`src/rtl/alu32_pkg.sv`:
```
// Shared widths and 4-bit slice arithmetic for the 32-bit CLA add/subtract pipe.
package alu32_pkg;

    localparam int unsigned NIBBLES = 8;
    localparam int unsigned NIB_W   = 4;
    localparam int unsigned DATA_W  = NIBBLES * NIB_W;

    // Group generate/propagate of one nibble, returned as {G, P}.
    // Propagate uses a|b so the same terms drive the external lookahead chip.
    function automatic logic [1:0] gp4(input logic [NIB_W-1:0] a4,
                                       input logic [NIB_W-1:0] b4);
        logic [NIB_W-1:0] p;
        logic [NIB_W-1:0] g;
        logic             gg;
        logic             pp;
        p  = a4 | b4;
        g  = a4 & b4;
        gg = g[3] | (p[3] & g[2]) | (p[3] & p[2] & g[1]) | (p[3] & p[2] & p[1] & g[0]);
        pp = &p;
        return {gg, pp};
    endfunction

    // 4-bit ripple add, returned as {sum4, carry into bit 3, carry out}.
    function automatic logic [NIB_W+1:0] ripple4(input logic [NIB_W-1:0] a4,
                                                 input logic [NIB_W-1:0] b4,
                                                 input logic             c);
        logic [NIB_W:0]   cc;
        logic [NIB_W-1:0] s;
        cc    = '0;
        s     = '0;
        cc[0] = c;
        for (int unsigned i = 0; i < NIB_W; i++) begin
            s[i]    = a4[i] ^ b4[i] ^ cc[i];
            cc[i+1] = (a4[i] & b4[i]) | ((a4[i] ^ b4[i]) & cc[i]);
        end
        return {s, cc[NIB_W-1], cc[NIB_W]};
    endfunction

endpackage

```
`src/rtl/add4_gp.sv`:
```
// One 4-bit slice: group G/P for the lookahead and the nibble sum for a given carry in.
module add4_gp
    import alu32_pkg::*;
(
    input  logic             c_in,
    input  logic [NIB_W-1:0] a4,
    input  logic [NIB_W-1:0] b4,
    output logic             g,
    output logic             p,
    output logic [NIB_W-1:0] sum4,
    output logic             c_msb,
    output logic             c_out
);

    logic [1:0]       gp;
    logic [NIB_W+1:0] rip;

    // Lookahead terms and ripple sum are both pure functions of the slice inputs
    always_comb begin
        gp    = gp4(a4, b4);
        rip   = ripple4(a4, b4, c_in);
        g     = gp[1];
        p     = gp[0];
        sum4  = rip[NIB_W+1:2];
        c_msb = rip[1];
        c_out = rip[0];
    end

endmodule

```
`src/rtl/add32_cla_pipe.sv`:
```
// Two-stage 32-bit add/subtract around an external 8-group carry-lookahead chip.
// Stage 1 registers operands and exports nG/nP/Cin; stage 2 folds the chip's
// byte carries into the sum and flags and holds them under valid/ready.
module add32_cla_pipe
    import alu32_pkg::*;
#(
    parameter bit CHECK_CLA = 1'b1
) (
    input  logic              clk,
    input  logic              rst,
    input  logic              in_valid,
    output logic              in_ready,
    input  logic [DATA_W-1:0] a,
    input  logic [DATA_W-1:0] b,
    input  logic              op_sub,
    input  logic              cin,
    output logic [NIBBLES-1:0] nP,
    output logic [NIBBLES-1:0] nG,
    output logic              Cin,
    input  logic              Cn_8,
    input  logic              Cn_16,
    input  logic              Cn_24,
    input  logic              Cn_32,
    output logic              out_valid,
    input  logic              out_ready,
    output logic [DATA_W-1:0] sum,
    output logic              cout,
    output logic              ovf,
    output logic              zero,
    output logic              cla_err
);

    logic               s1_valid;
    logic [DATA_W-1:0]  a_r;
    logic [DATA_W-1:0]  bs_r;
    logic               cin_r;

    logic               s2_valid;
    logic [DATA_W-1:0]  sum_r;
    logic               cout_r;
    logic               ovf_r;
    logic               zero_r;

    logic               adv2;
    logic               accept;

    logic [NIBBLES-1:0] g_nib;
    logic [NIBBLES-1:0] p_nib;
    logic [NIBBLES-1:0] c_nib;
    logic [NIBBLES-1:0] cmsb_nib;
    logic [NIBBLES-1:0] cout_nib;
    logic [3:0]         cn_byte;
    logic [DATA_W-1:0]  sum_d;
    logic               slice_unused;

    // Handshake: stage 1 may refill in the same cycle it advances
    always_comb begin
        adv2     = s1_valid & (~s2_valid | out_ready);
        in_ready = ~s1_valid | adv2;
        accept   = in_valid & in_ready;
    end

    // Stage 1 operand register; B is inverted for subtract before capture
    always_ff @(posedge clk) begin
        if (rst) begin
            s1_valid <= 1'b0;
            a_r      <= '0;
            bs_r     <= '0;
            cin_r    <= 1'b0;
        end else if (accept) begin
            s1_valid <= 1'b1;
            a_r      <= a;
            bs_r     <= op_sub ? ~b : b;
            cin_r    <= cin;
        end else if (adv2) begin
            s1_valid <= 1'b0;
        end
    end

    // The slices see only stage-1 registers, so G/P to the CLA never loops back
    for (genvar k = 0; k < NIBBLES; k++) begin : g_slice
        add4_gp u_add4_gp (
            .c_in  (c_nib[k]),
            .a4    (a_r[k*NIB_W +: NIB_W]),
            .b4    (bs_r[k*NIB_W +: NIB_W]),
            .g     (g_nib[k]),
            .p     (p_nib[k]),
            .sum4  (sum_d[k*NIB_W +: NIB_W]),
            .c_msb (cmsb_nib[k]),
            .c_out (cout_nib[k])
        );
    end

    // Only the top slice's bit-31 carry feeds a flag; other slice carries are spare
    assign slice_unused = ^{cmsb_nib[NIBBLES-2:0], cout_nib};

    assign nG  = ~g_nib;
    assign nP  = ~p_nib;
    assign Cin = cin_r;

    // Nibble carries: even nibbles take the chip's byte carries, odd nibbles
    // extend one group locally from the preceding even nibble
    always_comb begin
        cn_byte  = {Cn_32, Cn_24, Cn_16, Cn_8};
        c_nib    = '0;
        c_nib[0] = cin_r;
        for (int unsigned k = 1; k < NIBBLES; k++) begin
            if ((k % 2) == 0)
                c_nib[k] = cn_byte[k/2 - 1];
            else
                c_nib[k] = g_nib[k-1] | (p_nib[k-1] & c_nib[k-1]);
        end
    end

    // Stage 2 result register; holds while the consumer stalls
    always_ff @(posedge clk) begin
        if (rst) begin
            s2_valid <= 1'b0;
            sum_r    <= '0;
            cout_r   <= 1'b0;
            ovf_r    <= 1'b0;
            zero_r   <= 1'b0;
        end else if (adv2) begin
            s2_valid <= 1'b1;
            sum_r    <= sum_d;
            cout_r   <= Cn_32;
            ovf_r    <= cmsb_nib[NIBBLES-1] ^ Cn_32;
            zero_r   <= (sum_d == '0);
        end else if (out_ready) begin
            s2_valid <= 1'b0;
        end
    end

    assign out_valid = s2_valid;
    assign sum       = sum_r;
    assign cout      = cout_r;
    assign ovf       = ovf_r;
    assign zero      = zero_r;

    if (CHECK_CLA) begin : g_chk
        logic [NIBBLES:0] c_la;
        logic [3:0]       cn_exp;
        logic             cla_mismatch;
        logic             cla_err_r;

        // Full lookahead from registered G/P to cross-check the external chip
        always_comb begin
            c_la    = '0;
            c_la[0] = cin_r;
            for (int unsigned k = 0; k < NIBBLES; k++)
                c_la[k+1] = g_nib[k] | (p_nib[k] & c_la[k]);
            cn_exp       = {c_la[8], c_la[6], c_la[4], c_la[2]};
            cla_mismatch = (cn_exp != cn_byte);
        end

        // Sticky error flag, cleared only by reset
        always_ff @(posedge clk) begin
            if (rst)
                cla_err_r <= 1'b0;
            else if (adv2 && cla_mismatch)
                cla_err_r <= 1'b1;
        end

        assign cla_err = cla_err_r;
    end else begin : g_nochk
        assign cla_err = 1'b0;
    end

endmodule

```
`config.mk`:
```
export PLATFORM = sky130hd
export DESIGN_NAME = add32_cla_pipe
export DESIGN_NICKNAME = d
export VERILOG_FILES = /design/src/rtl/alu32_pkg.sv /design/src/rtl/add4_gp.sv /design/src/rtl/add32_cla_pipe.sv
export SDC_FILE = /design/constraint.sdc
export NUM_CORES = 1
export LEC_CHECK = 0
export ABC_AREA = 0
export CAP_MARGIN = 20
export CELL_PAD_IN_SITES_DETAIL_PLACEMENT = 0
export CELL_PAD_IN_SITES_GLOBAL_PLACEMENT = 1
export CORE_MARGIN = 10
export CORE_UTILIZATION = 42
export DETAILED_ROUTE_END_ITERATION = 6
export PLACE_DENSITY = 0.85
export REMOVE_ABC_BUFFERS = 1
export SETUP_SLACK_MARGIN = 0.3
export SYNTH_ARGS = -nofsm -noshare
export SYNTH_HDL_FRONTEND = slang
export SYNTH_HIERARCHICAL = 1
export SYNTH_SLANG_ARGS = --single-unit
```
`constraint.sdc`:
```
create_clock -name clk -period 10.93 [get_ports clk]
set_clock_uncertainty 0.05 [all_clocks]
set_input_delay 2.186 -clock clk [delete_from_list [all_inputs] [get_ports clk]]
set_output_delay 2.186 -clock clk [all_outputs]
set_load 0.05 [all_outputs]
```
==> results of run 1 <==
==> worst max-delay path: stages <==
cell	delay, ps
clkdlybuf4s50_1	500
nor2b_4	60
nand2_2	80
clkdlybuf4s50_1	800
==> cells in the final DEF, fill, tap and decap left out, drive strengths merged, types with 2 or more instances in the layout <==
| cell type | Yosys | routed |
|---|---|---|
| a211oi | 35 | 35 |
| a21oi | 89 | 89 |
| buf | 27 | 7 |
| clkbuf | 10 | 15 |
| clkdlybuf4s50 | 0 | 126 |
| clkinv | 2 | 2 |
| dfxtp | 103 | 103 |
| fa | 32 | 32 |
| ha | 64 | 64 |
| inv | 143 | 143 |
| nand2 | 139 | 139 |
| nand3 | 3 | 3 |
| nand3b | 2 | 2 |
| nand4 | 3 | 3 |
| nor2 | 39 | 39 |
| nor2b | 2 | 2 |
| nor3 | 2 | 2 |
| nor3b | 2 | 2 |
| nor4 | 18 | 18 |
| o21ai | 2 | 2 |
| o31ai | 8 | 8 |
| xnor2 | 33 | 33 |
==> flip-flops by register name, summed over array words and instances (netlist names) <==
register / flops
Cin: 1
a_r: 32
bs_r: 32
cla_err: 1
cout: 1
out_valid: 1
ovf: 1
s1_valid: 1
sum: 32
zero: 1
==> final cells by class <==
type / instances / area [um2] / area share
Clock buffer: 15 / 277.8 / 0.03404
Sequential cell: 103 / 2062 / 0.2527
Inverter: 145 / 544.3 / 0.06670
Tap cell: 188 / 235.2 / 0.02883
Timing Repair Buffer: 133 / 1331 / 0.1631
Multi-Input combinational cell: 482 / 3710 / 0.4546
==> worst paths after layout <==
path / startpoint / to / depth (start not counted)
max reg2reg: a_r[11] / zero / 18
max: out_ready / in_ready / 4
min reg2reg: sum[19] / sum[19] / 2
min: sum[19] / sum[19] / 2
==> through the flow <==
step	power [mW]	worst slack (ps)	cell area [um2]	utilization
2_1_floorplan	0.5798	6178	6314	-
3_3_place_gp	0.6717	5064	7855	0.5167
6_report	0.9754	5054	8160	0.5368
3_5_place_dp	0.6756	5051	7855	0.5167
4_1_cts	0.9898	5045	8133	0.5350
5_1_grt	1.031	5006	8160	0.5368
==> power by group through the flow <==
stage                     logic, mW  clock network, mW  registers, mW
after floorplan               0.124                  0          0.456
after global placement        0.240                  0          0.432
after detailed placement      0.243                  0          0.433
after CTS                     0.244              0.321          0.424
after global routing          0.269              0.334          0.428
final                         0.242              0.310          0.423
==> routing by layer <==
layer	track usage	vias up	wire (um)
li1	-	2584	-
met1	0.1863	2281	7113
met2	0.2530	89	7402
met3	0.04854	9	795
met4	0.03457	0	164
met5	0	-	0
==> cell families after synthesis <==
family	synth area share
xor+xnor	0.04436
simple gates	0.1427
fa+ha+maj	0.2212
buf+inv	0.1145
compound gates	0.1607
flops	0.3165
==> run metrics, run 1 <==
hpwl dp 11740 um; NumNets Final 1044; YS warnings 6; die footprint 0.02089 mm2; type of the worst setup path in -> out; power share of the clock group 0.318; average size of a mapped cell 8.494 um2; number of global-route vias before repair 5012; Row Count 45; non-filler cells, final 1066; Total Negative Setup Slacks 0 ps; Hold Fails Final Rpt 0; list of most frequent post-synthesis cells nand2_1, inv_1, dfxtp_1; Max VDD drop 0.08214 mV; RD Place Congestion 0.8006; P per Cell Area 119.5 mW/mm2; FF-to-FF setup slack 6800 ps; H-tree depth 3; Syn Inst Count 767; chip height 144.5 um; 1st-pass router iterations 5; Synth area leaders dfxtp_1, ha_1, fa_1; share of power burned in registers 0.434; Period Utilization, post-route 0.5376; CTS tree built; most common cell in the netlist nand2_1; area fraction of the dominant cell type after synthesis 0.3165; grt total ovfl 0; Worst Hold Slack 402.4 ps; Longest Clk Path Bufs 2; Psw 0.3034 mW; Slew Limit Fails 0; CP max FO 5; switch share 0.3111; Rel. slew slack 0.3278; per-cell routed wire length 14.52 um; post_cts resized 0; DRT Wirelength 15480 um; CTS sink cnt 103; Post-synth EDFFs 0; Iteration-0 DRC Markers 165; vias per std cell 4.656; first-pass GRT wire length 25180 um; Initial Utilization 0.4286; layout cells sized above 1 0.08998; Via Count 4963; synth unique cells 39; Final Setup Violations 0; Worst Hold Class reg -> reg; CTS Buf Count 9; # Max-Cap Violations 0; die width 144.5 um; number of I/O port buffers 128; Detail Route Antenna Nets 0; number of fill cells 1465; Ports 129; crit path DAT 3640 ps; largest net degree at the start of global routing 98; dpl cells 1050; outcome finished, final reports clean; number of remaining DRC errors 0; antenna cells 0; register area share after synthesis 0.3165; FMAX 170.2 MHz; Comb pwr share 0.248; area delta synth->final 25.25%; hold-fix buffer count after cts 0; Worst-path clk slew 60 ps; Critical Path RT 8690 ps; Crit. End Element primary output; post-CTS setup buffers 0; RSZ-0062 raised after global routing no; Yosys top cell by area dfxtp_1; worst-margin pin slew 1008 ps; CORE AREA 0.01520 mm2; clock insertion delay at the later pin of the skew report 350 ps; nature of the critical path startpoint input port; leakage power total 3.395 nW; Root Driver clkbuf_16; initial antenna violation count 0; Synth Cell Area 0.006515 mm2; Synth Flop Type dfxtp_1; fin crit period 5876 ps; Int Power 0.6719 mW; Yosys reg bits 103; All-Layer GR Usage 0.1518; ys async rst share 0
No activity file was read; power rests on OpenSTA's default activity.
==> inputs of run 2 (changes only) <==
--- a/config.mk
+++ b/config.mk
@@ -10,9 +10,9 @@
 export CELL_PAD_IN_SITES_DETAIL_PLACEMENT = 0
 export CELL_PAD_IN_SITES_GLOBAL_PLACEMENT = 1
 export CORE_MARGIN = 10
-export CORE_UTILIZATION = 42
+export CORE_UTILIZATION = 39
 export DETAILED_ROUTE_END_ITERATION = 6
-export PLACE_DENSITY = 0.85
+export PLACE_DENSITY = 0.8
 export REMOVE_ABC_BUFFERS = 1
 export SETUP_SLACK_MARGIN = 0.3
 export SYNTH_ARGS = -nofsm -noshare
==> constraint.sdc (replaced) <==
create_clock -name clk -period 6 [get_ports clk]
set_clock_uncertainty 0.05 [all_clocks]
set_input_delay 1.2 -clock clk [delete_from_list [all_inputs] [get_ports clk]]
set_output_delay 1.2 -clock clk [all_outputs]
set_load 0.05 [all_outputs]
==> run metrics, run 2 (synthesis results as in run 1) <==
outcome finished, final reports clean (unchanged); Row Count 47 (was 45); worst setup margin 1808 ps (was 5054 ps); FMAX 238.6 MHz; first-pass GRT wire length 26150 um (was 25180 um); type of the worst setup path in -> reg (was in -> out); largest net degree at the start of global routing 65 (was 98); Period Utilization, post-route 0.6986; Rel. slew slack 0.2948 (was 0.3278); Max VDD drop 0.1424 mV (was 0.08214 mV); worst r2r src a_r[11] (unchanged); min-delay src sum[27] (was sum[19]); worst-margin pin slew 1058 ps (was 1008 ps); leakage power total 3.409 nW (was 3.395 nW); RSZ-0062 raised after global routing no (unchanged); Longest Clk Path Bufs 2 (unchanged); CP max stage delay 510 ps (was 800 ps); grt total ovfl 0 (unchanged); crit path DAT 4430 ps (was 3640 ps); Crit. End Element flop (was primary output); Slew Limit Fails 0 (unchanged); chip height 149.3 um (was 144.5 um); Worst Path Buf+Inv 6 (was 2); Detail Route Antenna Nets 0 (unchanged); Total Negative Setup Slacks 0 ps (unchanged); per-cell routed wire length 14.75 um (was 14.52 um); Worst Hold Class reg -> reg (unchanged); die width 149.3 um (was 144.5 um); Critical Path RT 6240 ps (was 8690 ps); switch share 0.3052 (was 0.3111); RD Place Congestion 0.8519 (was 0.8006); clock insertion delay at the later pin of the skew report 350 ps (about the same); Initial Utilization 0.3957 (was 0.4286); power share of the clock group 0.350 (was 0.318); Worst-path clk slew 70 ps (was 60 ps); Hold Fails Final Rpt 0 (unchanged); number of remaining DRC errors 0 (unchanged); CP max FO 3 (was 5); CTS sink cnt 103 (unchanged); hold-fix buffer count after cts 0 (unchanged); most frequent CP cell inv_1 (was clkdlybuf4s50_1); fin crit period 4192 ps; design area 0.008235 mm2 (was 0.008160 mm2); P per Cell Area 226.5 mW/mm2 (was 119.5 mW/mm2); Slowest-stage cell, CP clkdlybuf4s50_1 (unchanged); number of global-route vias before repair 5116 (was 5012); area delta synth->final 26.41% (was 25.25%); commonest cells after routing, fill and taps aside nand2_1, inv_1, clkdlybuf4s50_1, dfxtp_1, a21oi_1 (unchanged); vias per std cell 4.584 (was 4.656); CTS Buf Count 9 (unchanged); hpwl dp 12110 um (was 11740 um); number of I/O port buffers 128 (unchanged); CTS tree built (unchanged); CP Cell Sequence clkdlybuf4s50_1 -> inv_1 -> o21ai_0 -> inv_1 -> fa_1 -> inv_1 -> fa_1 -> inv_1 -> fa_1 -> inv_1 -> fa_1 -> nor4_1 -> nand4_1 -> nor3_1 -> a21oi_1 -> nor2_1 (was clkdlybuf4s50_1 -> nor2b_4 -> nand2_2 -> clkdlybuf4s50_1); Comb pwr share 0.237 (was 0.248); Final Setup Violations 0 (unchanged); worst reg-to-reg path cell count 18 (unchanged); post_cts resized 0 (unchanged); die footprint 0.02228 mm2 (was 0.02089 mm2); # Max-Cap Violations 0 (unchanged); commonest non-fill, non-tap cell in the layout nand2_1 (unchanged); Iteration-0 DRC Markers 162 (was 165); pre-CTS setup slack 1444 ps (was 5051 ps); H-tree depth 3 (unchanged); Worst path depth 16 (was 4); crit-path leading delay family adder cells (was buffers and inverters); Psw 0.5692 mW (was 0.3034 mW); Ports 129 (unchanged); Int Power 1.296 mW (was 0.6719 mW); initial antenna violation count 1 (was 0); NumNets Final 1044 (unchanged); post-CTS setup buffers 0 (unchanged); Root Driver clkbuf_16 (unchanged); CORE AREA 0.01647 mm2 (was 0.01520 mm2); share of power burned in registers 0.413 (was 0.434); Via Count 5038 (was 4963); CP Launch Point Cn_8 (was out_ready); Worst Hold Slack 407.0 ps (was 402.4 ps); hold-critical path depth 2 (unchanged); nature of the critical path startpoint input port (unchanged); Util after Layout 0.5002 (was 0.5368); DP Area 0.007903 mm2 (was 0.007855 mm2); 1st-pass router iterations 4 (was 5); antenna cells 0 (unchanged); All-Layer GR Usage 0.1471 (was 0.1518); number of fill cells 1636 (was 1465); DRT Wirelength 16210 um (was 15480 um); layout cells sized above 1 0.09443 (was 0.08998)
[run 2: cell count changes in the layout (fill, tap and decap cells not counted)]
cell,change
buf_16,-1
buf_4,+1
bufinv_16,+2
clkbuf_1,-3
clkbuf_8,-1
clkinv_2,+1
clkinvlp_4,+2
[run 2: worst paths after layout]
kind | to | slack [ps]
setup / recovery | zero | 1810
hold reg to reg | sum[27] | 410
hold / removal | sum[27] | 410
setup reg to reg | zero | 1900
[run 2: worst register-to-register path, cell delays in order, from the launching register on]
cell and delay [ps]:
dfxtp_1 400, inv_1 60, ha_1 250, nor4_2 430, inv_1 170, o21ai_0 180, inv_1 80, fa_1 410
inv_1 80, fa_1 160, inv_1 50, fa_1 370, inv_1 90, fa_1 450, nor4_1 350, nand4_1 120
nor3_1 200, a21oi_1 60, nor2_1 90
[run 2: through the flow]
step           cells  total power, mW
2_1_floorplan    730            1.056
3_3_place_gp    1083            1.228
3_5_place_dp    1083            1.233
4_1_cts         1099            1.895
5_1_grt         1099            1.968
6_report        1099            1.865
[run 2: layout make-up]
cell class	count	area (um2)	area share
Sequential cell	103	2062	0.2504
Clock buffer	11	252.7	0.03069
Tap cell	220	275.3	0.03342
Timing Repair Buffer	133	1311	0.1592
Clock inverter	5	80.08	0.009723
Inverter	145	544.3	0.06609
Multi-Input combinational cell	482	3710	0.4505
[run 2: layer usage]
metal	routed length, um	global-route usage
met3	979	0.04460
met4	165	0.03680
met1	7481	0.1858
met5	0	0
met2	7586	0.2395
[run 2: power by group through the flow]
stage               clock [mW]  sequential [mW]  combinational, mW
finish                   0.652            0.771              0.442
global route             0.697            0.779              0.492
CTS                      0.674            0.772              0.448
detailed placement           0            0.788              0.446
global placement             0            0.786              0.442
floorplan                    0            0.831              0.226
==> inputs of run 3 (changes only) <==
==> constraint.sdc (replaced) <==
create_clock -name clk -period 3.9 [get_ports clk]
set_clock_uncertainty 0.05 [all_clocks]
set_input_delay 0.78 -clock clk [delete_from_list [all_inputs] [get_ports clk]]
set_output_delay 0.78 -clock clk [all_outputs]
set_load 0.05 [all_outputs]
==> run metrics, run 3 (synthesis results as in run 1) <==
worst-margin pin slew 1035 ps (was 1058 ps); Slowest-stage cell, CP fa_2 (was clkdlybuf4s50_1); worst r2r src a_r[26] (was a_r[11]); crit-path leading delay family adder cells (unchanged); initial antenna violation count 0 (was 1); commonest cells after routing, fill and taps aside nand2_1, inv_1, clkdlybuf4s50_1, dfxtp_1, a21oi_1 (unchanged); grt total ovfl 0 (unchanged); FF-to-FF setup slack 300 ps (was 1900 ps); CP max FO 3 (unchanged); Row Count 47 (unchanged); Final Setup Violations 0 (unchanged); layout cells sized above 1 0.2138 (was 0.09443); leakage power total 3.752 nW (was 3.409 nW); Slew Limit Fails 0 (unchanged); NumNets Final 1105 (was 1044); type of the worst setup path reg -> reg (was in -> reg); outcome finished, final reports clean (unchanged); clock insertion delay at the later pin of the skew report 350 ps (about the same); Hold Fails Final Rpt 0 (unchanged); hpwl dp 12280 um (was 12110 um); Ports 129 (unchanged); All-Layer GR Usage 0.1538 (was 0.1471); pre-CTS setup slack -175.8 ps (was 1444 ps); Crit. End Element flop (unchanged); RD Place Congestion 0.7928 (was 0.8519); number of I/O port buffers 128 (unchanged); Iteration-0 DRC Markers 206 (was 162); nature of the critical path startpoint flop (was input port); worst setup margin 296.5 ps (was 1808 ps); Worst path depth 18 (was 16); DRT Wirelength 16990 um (was 16210 um); crit path DAT 3840 ps (was 4430 ps); min-delay src sum[30] (was sum[27]); Initial Utilization 0.3957 (unchanged); Root Driver clkbuf_16 (unchanged); CORE AREA 0.01647 mm2 (unchanged); Critical Path RT 4130 ps (was 6240 ps); CTS tree built (unchanged); CP Cell Sequence inv_1 -> ha_2 -> nor4_2 -> nand2_1 -> nand2_1 -> inv_1 -> fa_1 -> inv_1 -> fa_1 -> inv_1 -> fa_2 -> inv_2 -> fa_2 -> nor4_2 -> nand4_1 -> nor3_1 -> a21oi_1 -> nor2_1 (was clkdlybuf4s50_1 -> inv_1 -> o21ai_0 -> inv_1 -> fa_1 -> inv_1 -> fa_1 -> inv_1 -> fa_1 -> inv_1 -> fa_1 -> nor4_1 -> nand4_1 -> nor3_1 -> a21oi_1 -> nor2_1); dpl cells 1112 (was 1083); # Max-Cap Violations 0 (unchanged); hold endpoint sum[30] (was sum[27]); number of remaining DRC errors 0 (unchanged); die footprint 0.02228 mm2 (unchanged); Period Utilization, post-route 0.9240; Worst Hold Class reg -> reg (unchanged); CTS Buf Count 9 (unchanged); chip height 149.3 um (unchanged); fin crit period 3604 ps; hold-fix buffer count after cts 0 (unchanged); most frequent CP cell inv_1 (unchanged); Detail Route Antenna Nets 0 (unchanged); non-filler cells, final 1160 (was 1099); first-pass GRT wire length 27520 um (was 26150 um); Worst-path clk slew 70 ps (about the same); RSZ-0062 raised after global routing yes (was no); vias per std cell 4.522 (was 4.584); Longest Clk Path Bufs 2 (unchanged); largest net degree at the start of global routing 71 (was 65); hold-critical path depth 2 (unchanged); H-tree depth 3 (unchanged); Rel. slew slack 0.3101 (was 0.2948); antenna cells 0 (unchanged); FMAX 277.5 MHz; CTS sink cnt 103 (unchanged); 1st-pass router iterations 5 (was 4); number of global-route vias before repair 5325 (was 5116); reg2reg end zero (unchanged); Via Count 5245 (was 5038); CP max stage delay 470 ps (was 510 ps); per-cell routed wire length 14.64 um (was 14.75 um); Pwr Total 3.014 mW (was 1.865 mW); worst reg-to-reg path cell count 18 (unchanged); Max VDD drop 0.2180 mV (was 0.1424 mV); area delta synth->final 37.16% (was 26.41%); commonest non-fill, non-tap cell in the layout nand2_1 (unchanged); P per Cell Area 337.3 mW/mm2 (was 226.5 mW/mm2); Worst Path Buf+Inv 5 (was 6); die width 149.3 um (unchanged)
run 3: cell types whose count changed in the layout (fill, tap and decap cells not counted), moves of 11 or more:
cell     change
buf_4       +59
inv_2       +12
dfxtp_1     -19
ha_1        -11
dfxtp_2     +16
inv_1       -12
run 3: how the worst max path moves through the flow:
| stage | to | startpoint |
|---|---|---|
| final | zero | a_r[26] |
| after global routing | zero | bs_r[26] |
| after CTS | zero | a_r[25] |
| after detailed placement | zero | Cn_24 |
| after global placement | zero | Cn_24 |
| after floorplan | zero | a_r[11] |
run 3: routing by layer:
| layer | routed length [um] | GRT usage | up-vias |
|---|---|---|---|
| met5 | 0 | 0 | - |
| met4 | 226 | 0.04907 | 0 |
| met3 | 939 | 0.03489 | 14 |
| met2 | 7935 | 0.2464 | 104 |
| met1 | 7884 | 0.2006 | 2419 |
| li1 | - | - | 2708 |
run 3: worst min-delay path: cells and delay by family (launching register included):
kind	cells	cell delay [ps]
flops	1	310
simple gates	1	50
compound gates	1	50
run 3: report_power, final:
part | switching, mW | total (mW) | internal (mW)
Combinational | 0.446 | 0.783 | 0.337
Clock | 0.404 | 1.05 | 0.647
Sequential | 0.0562 | 1.18 | 1.12
run 3: timing repair:
item | 4_1_cts | 5_1_grt
buffers inserted | 28 | 4
resized for setup | 44 | 30
pin swaps | 23 | 20
setup endpoints to repair | 1 | 1
run 3: stage by stage:
step | cell area, um2 | setup TNS, ps | utilization | hold slack (ps)
6_report | 8936 | 0 | 0.5427 | 404.4
3_5_place_dp | 8145 | -175.8 | 0.4947 | 397.0
2_1_floorplan | 6314 | 0 | - | 397.6
3_3_place_gp | 8145 | -51.91 | 0.4947 | 393.2
4_1_cts | 8812 | 0 | 0.5352 | 406.9
5_1_grt | 8936 | 0 | 0.5427 | 422.5
run 3: final cells by class:
class | instances | area, um2
fill | 1607 | 7530
multi-input combinational | 482 | 3887
sequential | 103 | 2093
timing repair buffer | 194 | 1795
inverter | 145 | 544.3
tap | 220 | 275.3
clock buffer | 13 | 250.2
clock inverter | 3 | 90.09
